--- config.mk ---
export PLATFORM = sky130hd
export DESIGN_NAME = imem_loader
export DESIGN_NICKNAME = d
export VERILOG_FILES = /design/src/rtl/imem_loader.sv
export SDC_FILE = /design/constraint.sdc
export NUM_CORES = 1
export LEC_CHECK = 0
export CAP_MARGIN = 30
export CORE_ASPECT_RATIO = 1.2
export CORE_MARGIN = 10
export CORE_UTILIZATION = 59
export CTS_CLUSTER_DIAMETER = 30
export DETAILED_ROUTE_END_ITERATION = 16
export PLACE_DENSITY = 0.9
export SYNTH_ARGS = -nofsm -noshare
export SYNTH_HDL_FRONTEND = slang
export SYNTH_SLANG_ARGS = --single-unit
--- constraint.sdc ---
create_clock -name clk -period 8.1 [get_ports clk]
set_input_delay 2.025 -clock clk [delete_from_list [all_inputs] [get_ports clk]]
set_output_delay 2.025 -clock clk [all_outputs]
set_load 0.02 [all_outputs]
--- src/rtl/imem_loader.sv ---
// imem_loader: assembles a framed little-endian byte stream into 32-bit words
// and writes them to instruction memory from word 0. The CPU is held in reset
// until the whole program has been written.
//   clk        system clock
//   rst        synchronous active-low reset
//   in_data    stream byte; in_valid/in_ready handshake, one byte per edge
//   reload     one-cycle request for a new load, honoured only once loading is done
//   imem_we    one-cycle write strobe per word, with imem_addr/imem_wdata
//   cpu_hold   1 keeps the CPU in reset; done = program loaded and CPU released
//   error      frame length was 0 or larger than MAX_WORDS; sticky until reset
module imem_loader #(
    parameter int ADDR_WIDTH = 8,
    parameter int MAX_WORDS  = 256
) (
    input  logic                  clk,
    input  logic                  rst,
    input  logic [7:0]            in_data,
    input  logic                  in_valid,
    output logic                  in_ready,
    input  logic                  reload,
    output logic                  imem_we,
    output logic [ADDR_WIDTH-1:0] imem_addr,
    output logic [31:0]           imem_wdata,
    output logic                  cpu_hold,
    output logic                  done,
    output logic                  error
);
    localparam logic [15:0] MAX_W = 16'(MAX_WORDS);

    typedef enum logic [2:0] {LEN_LO, LEN_HI, DATA, WRITE, DONE, ERROR} state_t;

    state_t                state_q, state_d;
    logic [15:0]           count_q, count_d;
    logic [ADDR_WIDTH-1:0] word_idx_q, word_idx_d;
    logic [ADDR_WIDTH-1:0] addr_q, addr_d;
    logic [1:0]            byte_idx_q, byte_idx_d;
    logic [23:0]           asm_q, asm_d;
    logic [31:0]           wdata_q, wdata_d;
    logic [15:0]           count_full;
    logic                  xfer;

    always_comb begin
        in_ready   = (state_q == LEN_LO) || (state_q == LEN_HI) || (state_q == DATA);
        imem_we    = state_q == WRITE;
        done       = state_q == DONE;
        cpu_hold   = state_q != DONE;
        error      = state_q == ERROR;
        imem_addr  = addr_q;
        imem_wdata = wdata_q;
        xfer       = in_valid && in_ready;
        count_full = {in_data, count_q[7:0]};
        state_d    = state_q;
        count_d    = count_q;
        word_idx_d = word_idx_q;
        byte_idx_d = byte_idx_q;
        asm_d      = asm_q;
        addr_d     = addr_q;
        wdata_d    = wdata_q;
        case (state_q)
            LEN_LO: if (xfer) begin
                count_d[7:0] = in_data;
                state_d      = LEN_HI;
            end
            LEN_HI: if (xfer) begin
                count_d[15:8] = in_data;
                state_d       = (count_full == 16'd0 || count_full > MAX_W) ? ERROR : DATA;
                byte_idx_d    = 2'd0;
                word_idx_d    = '0;
            end
            DATA: if (xfer) begin
                // Bytes shift in from the top, so after three bytes the low
                // 24 bits of the word sit in lane order and the fourth byte
                // completes it directly into the output register.
                byte_idx_d = byte_idx_q + 2'd1;
                asm_d      = {in_data, asm_q[23:8]};
                if (byte_idx_q == 2'd3) begin
                    wdata_d = {in_data, asm_q};
                    addr_d  = word_idx_q;
                    state_d = WRITE;
                end
            end
            WRITE: begin
                if (16'(word_idx_q) == count_q - 16'd1) state_d = DONE;
                else begin
                    word_idx_d = word_idx_q + ADDR_WIDTH'(1);
                    state_d    = DATA;
                end
            end
            DONE: if (reload) begin
                state_d    = LEN_LO;
                word_idx_d = '0;
                byte_idx_d = 2'd0;
                asm_d      = 24'd0;
            end
            default: state_d = state_q;
        endcase
    end

    always_ff @(posedge clk) begin
        if (!rst) begin
            state_q    <= LEN_LO;
            count_q    <= 16'd0;
            word_idx_q <= '0;
            byte_idx_q <= 2'd0;
            asm_q      <= 24'd0;
            addr_q     <= '0;
            wdata_q    <= 32'd0;
        end else begin
            state_q    <= state_d;
            count_q    <= count_d;
            word_idx_q <= word_idx_d;
            byte_idx_q <= byte_idx_d;
            asm_q      <= asm_d;
            addr_q     <= addr_d;
            wdata_q    <= wdata_d;
        end
    end
endmodule

Word level (Yosys, flattened, before mapping). Index checks and enable logic that the tools add are counted.

Add/subtract/negate cells: 3. Multiplexer cells: 19. Equal/unequal tests: 14. Order comparisons: 1. Reduce and logical (&&, ||, !) cells: 17.

Operators with widths (count): two-way mux 24 bit (2); case mux 24 bit (2 select lines) (1); two-way mux 8 bit (3); case mux 8 bit (3 select lines) (1); two-way mux 3 bit (7); equality test 8 x 16 -> 1 bit (1); > comparator 16 x 9 -> 1 bit, second input constant (1); logical NOT 16 bit (1); subtractor 16 x 1 -> 16 bit, second input constant (1); case mux 3 bit (5 select lines) (1); != test 2 bit, second input constant (5); adder 8 x 1 -> 8 bit, second input constant (1); AND reduction 4 bit (2); equality test 3 x 2 -> 1 bit, second input constant (2); equality test 3 bit, second input constant (2); two-way mux 2 bit (3); case mux 2 bit (3 select lines) (1); AND reduction 3 bit (2); AND reduction 6 bit (1); nonzero test 3 bit (2); nonzero test 5 bit (1); AND reduction 2 bit (2); equality test 3 x 1 -> 1 bit, second input constant (1); logical NOT 3 bit (1); 7 further kinds (9).

Bits of input ports: 12. Register bits after elaboration: 93.

Longest topological paths before layout.
Depth in word-level cells: 6. Depth in mapped cells: 12. Gate-level depth less buffers: 9.

Worst setup path after synthesis. No wires, ideal clock.

Kind: in2reg. Start: in in_valid. End: reg count_q[8]. Stages: 4. Arrival: 3.116 ns. Library setup time: 0.115 ns. Slack: 4.869 ns. Path through: nand2b_1 -> nor3_2 -> mux2_2 -> and2_1.

Longest elaborated chain between the ends: 2.

RTL lines: from (decl) (RTL line 18) `input logic in_valid,`; logical AND 1 bit (RTL line 50) `xfer = in_valid && in_ready;`; AND reduction 2 bit (no source line); to (signal assigned) (RTL line 110) `count_q <= count_d;`; to (decl) (RTL line 33) `logic [15:0] count_q, count_d;`.

No other way between the ends. A chain may end at the register's enable or synchronous reset.

Worst setup path in the final report.
Start: reg state_q[1]. End: out imem_we.

Longest elaborated chain between the ends: 1.

RTL lines: from (decl) (RTL line 32) `state_t state_q, state_d;`; from (signal assigned) (RTL line 109) `state_q <= state_d;`; equality test 3 x 2 -> 1 bit (RTL line 44) `imem_we = state_q == WRITE;`; to (decl) (RTL line 21) `output logic imem_we,`.

No other way between the ends.

==> flow_metrics.py <==
metrics = {
    "outcome": {
        "outcome": "finished, final reports clean",
    },
    "logic_synthesis": {
        "synth_area_leaders": "dfxtp_1 (44%), nand2_1 (9.8%), a21boi_0 (8.9%)",
        "synth_top_area_share_pct": 44.0,
        "synth_area_leader_cell": "dfxtp_1",
        "synth_area_sq_um": 4230,
        "synth_compound_area_share_pct": 21.0,
        "synthTopCellsByCount": "nand2_1 (111), dfxtp_1 (93), a21boi_0 (50), nor2b_1 (37), clkbuf_1 (27)",
        "synth_edf_count": 0,
        "synth_simple_gate_area_share_pct": 26.0,
        "synth-adder-area-share_pct": 0.887,
        "synthDistinctLibCells": 54,
        "ys_seq_elements": 93,
        "synth_flop_cell": "dfxtp_1",
        "synth_top_family_by_area": "simple AND/OR/NAND/NOR gates",
        "synthXorXnorAreaFrac_pct": 1.86,
        "synth.most_common_cell": "nand2_1",
        "yosysSeqAreaShare_pct": 44.0,
        "synthArstFlopShare_pct": 0,
        "synthCells": 502,
        "syn-num-nets": 517,
        "synth.area.mux_share_pct": 2.16,
        "yosys_warnings": 0,
        "synth.avg_cell_area_sq_um": 8.43,
    },
    "sta": {
        "maxSlewViolCount": 0,
        "fmaxAchievable_mhz": 222,
        "rsz0062_at_grt": "false",
        "setup_viol": 0,
        "finalSetupTns_ps": 0,
        "worstMarginPinSlew_ps": 941,
        "fin_ws_ps": 3600,
        "min_period_over_period_pct": 55.5,
        "final_hold_viol_count": 0,
        "fin_worst_skew_ps": 9.07,
        "max_slew_margin_pct": 36.8,
        "hold_ws_ps": 472,
        "period_minus_slack_ps": 4500,
    },
    "global_route": {
        "antenna_found_initial": 0,
        "grt_usage_pct": 19.0,
        "grt_pass1_wl_mm": 17.7,
        "grt_max_degree": 95,
        "grt_overflow_total": 0,
        "grt_pass1_vias": 3568,
    },
    "clock_tree": {
        "cts_max_level": 3,
        "postCtsHoldBufs": 0,
        "cts_root_buf": "clkbuf_8",
        "clock-sinks": 93,
        "cts_made_buffers": 9,
        "post_cts_buffers": 0,
        "clkTransAtPathRegs_ps": 90,
        "cts_buffer_depth": 2,
        "cts_tree": "yes",
        "clock_latency_ps": 360,
        "cts-resized-gates": 0,
    },
    "final_layout": {
        "utilization_pct": 72.5,
        "syn_to_final_growth_pct": 18.1,
        "antenna_cells": 0,
        "nets": 552,
        "drive_above_1_share_pct": 5.35,
        "fillers": 497,
    },
    "floorplan": {
        "core_sq_um": 6900,
        "num_rows": 33,
        "die_area_sq_um": 11000,
        "start_util_pct": 61.4,
        "die_h_microns": 113,
        "die_x_microns": 97.3,
        "io_pins": 57,
    },
    "placed_design": {
        "dp_hpwl_mm": 7.44,
        "dp_slack_ps": 4040,
        "place.gp.congestion": 0.943,
        "io_buffers": 56,
    },
    "critical_path": {
        "cp-end-kind": "output pin",
        "reg2reg_from": "count_q[0]$_SDFFE_PN0P_",
        "critPathArrivalTime_ps": 2470,
        "startpoint_type": "flip-flop",
        "worst-endpoint-required_ps": 6080,
        "crit_path_start": "state_q[1]$_SDFFE_PN0P_",
        "cp_max_fo": 13,
        "criticalPathCategory": "flip-flop to output pin",
    },
    "power": {
        "leakage_nw": 1.67,
        "peakVddDrop_uv": 139,
        "power_density_nw_per_um2": 178,
        "power_mw": 0.890,
    },
    "hold_path": {
        "hold_class": "flip-flop to flip-flop",
        "worstHoldStart": "imem_wdata[18]$_SDFFE_PN0P_",
    },
    "detailed_routing": {
        "routed_wl_mm": 10.8,
        "ant_nets": 0,
        "vias_per_cell": 5.92,
        "drtIter0Drc": 307,
        "first_pass_iters": 5,
        "drc": 0,
        "wl_per_cell_microns": 17.2,
        "vias": 3721,
    },
    "job": {
        "maxCapViolCount": 0,
    },
}
-- final cells by class --
| type | instances | area [sq um] | share of cell area, % |
|---|---|---|---|
| Clock buffer | 11 | 141 | 2.83 |
| Multi-Input combinational cell | 368 | 2200 | 44.1 |
| Clock inverter | 5 | 82.6 | 1.65 |
| Sequential cell | 93 | 1860 | 37.2 |
| Tap cell | 87 | 109 | 2.18 |
| Timing Repair Buffer | 59 | 578 | 11.6 |
| Inverter | 6 | 22.5 | 0.451 |
-- state kept, by name, summed over array words and instances (netlist names) --
signal / flops
asm_q: 24
word_idx_q: 8
byte_idx_q: 2
state_q: 3
count_q: 16
imem_wdata: 32
imem_addr: 8
-- per-stage QoR --
step	std cells	area, sq um
after CTS	629	5000
after detailed placement	613	4770
final	629	5000
after global placement	613	4770
after floorplan	502	4230
after global routing	629	5000
-- placed cells by master (no fill, tap or decap), types with 3 or more instances in the layout --
cell / netlist / layout
nand3_1: 9 / 9
o21ai_1: 6 / 6
nor4_1: 4 / 3
nor3_1: 7 / 7
nor2_1: 13 / 13
and2_1: 4 / 4
nor3b_1: 3 / 3
mux2i_1: 8 / 8
o21ai_0: 13 / 13
ha_1: 3 / 3
nor2b_1: 37 / 37
nand4_1: 6 / 6
dfxtp_1: 93 / 93
xor2_1: 5 / 5
a21oi_1: 10 / 10
xnor2_1: 4 / 4
a31oi_1: 3 / 3
clkdlybuf4s50_1: 0 / 55
buf_4: 0 / 3
inv_1: 6 / 6
or3_1: 3 / 3
nand2_1: 111 / 111
clkbuf_8: 0 / 10
a22oi_1: 26 / 26
a21boi_0: 50 / 50
nand2b_1: 3 / 3
or4_1: 5 / 5
-- final timing paths --
check                                                   end  slack (ps)  cells after the start
worst max-delay path                                imem_we        3600                      4
worst min-delay path            imem_wdata[18]$_SDFFE_PN0P_         470                      2
worst max register to register   word_idx_q[3]$_SDFFE_PN0P_        5010                      9
worst min register to register  imem_wdata[18]$_SDFFE_PN0P_         470                      2
-- routing by layer --
layer | GRT usage (%) | vias up | routed length [microns]
met5 | 0 | - | 0
met4 | 7.09 | 0 | 233
met3 | 4.26 | 23 | 449
met2 | 33.9 | 90 | 5660
met1 | 21.5 | 1795 | 4460
li1 | - | 1813 | -
-- cell families after synthesis --
family | Yosys count
adder cells (fa/ha/maj) | 3
multiplexers | 9
flip-flops | 93
AO/OA/AOI/OAI | 127
AND/OR/NAND/NOR | 220
buffers and inverters | 41
XOR/XNOR | 9
-- worst max-delay path, cell delays in order (launching register included) --
cell	delay [ps]
dfxtp_1	600
inv_1	200
or2_2	370
inv_1	250
clkdlybuf4s50_1	680
-- power breakdown --
part	switching (mW)	total (mW)	internal, mW
clock	0.165	0.349	0.184
combinational	0.0402	0.0719	0.0317
sequential	0.00826	0.470	0.461
total	0.213	0.890	0.677
Note: power is estimated with default switching activity, not from simulation.
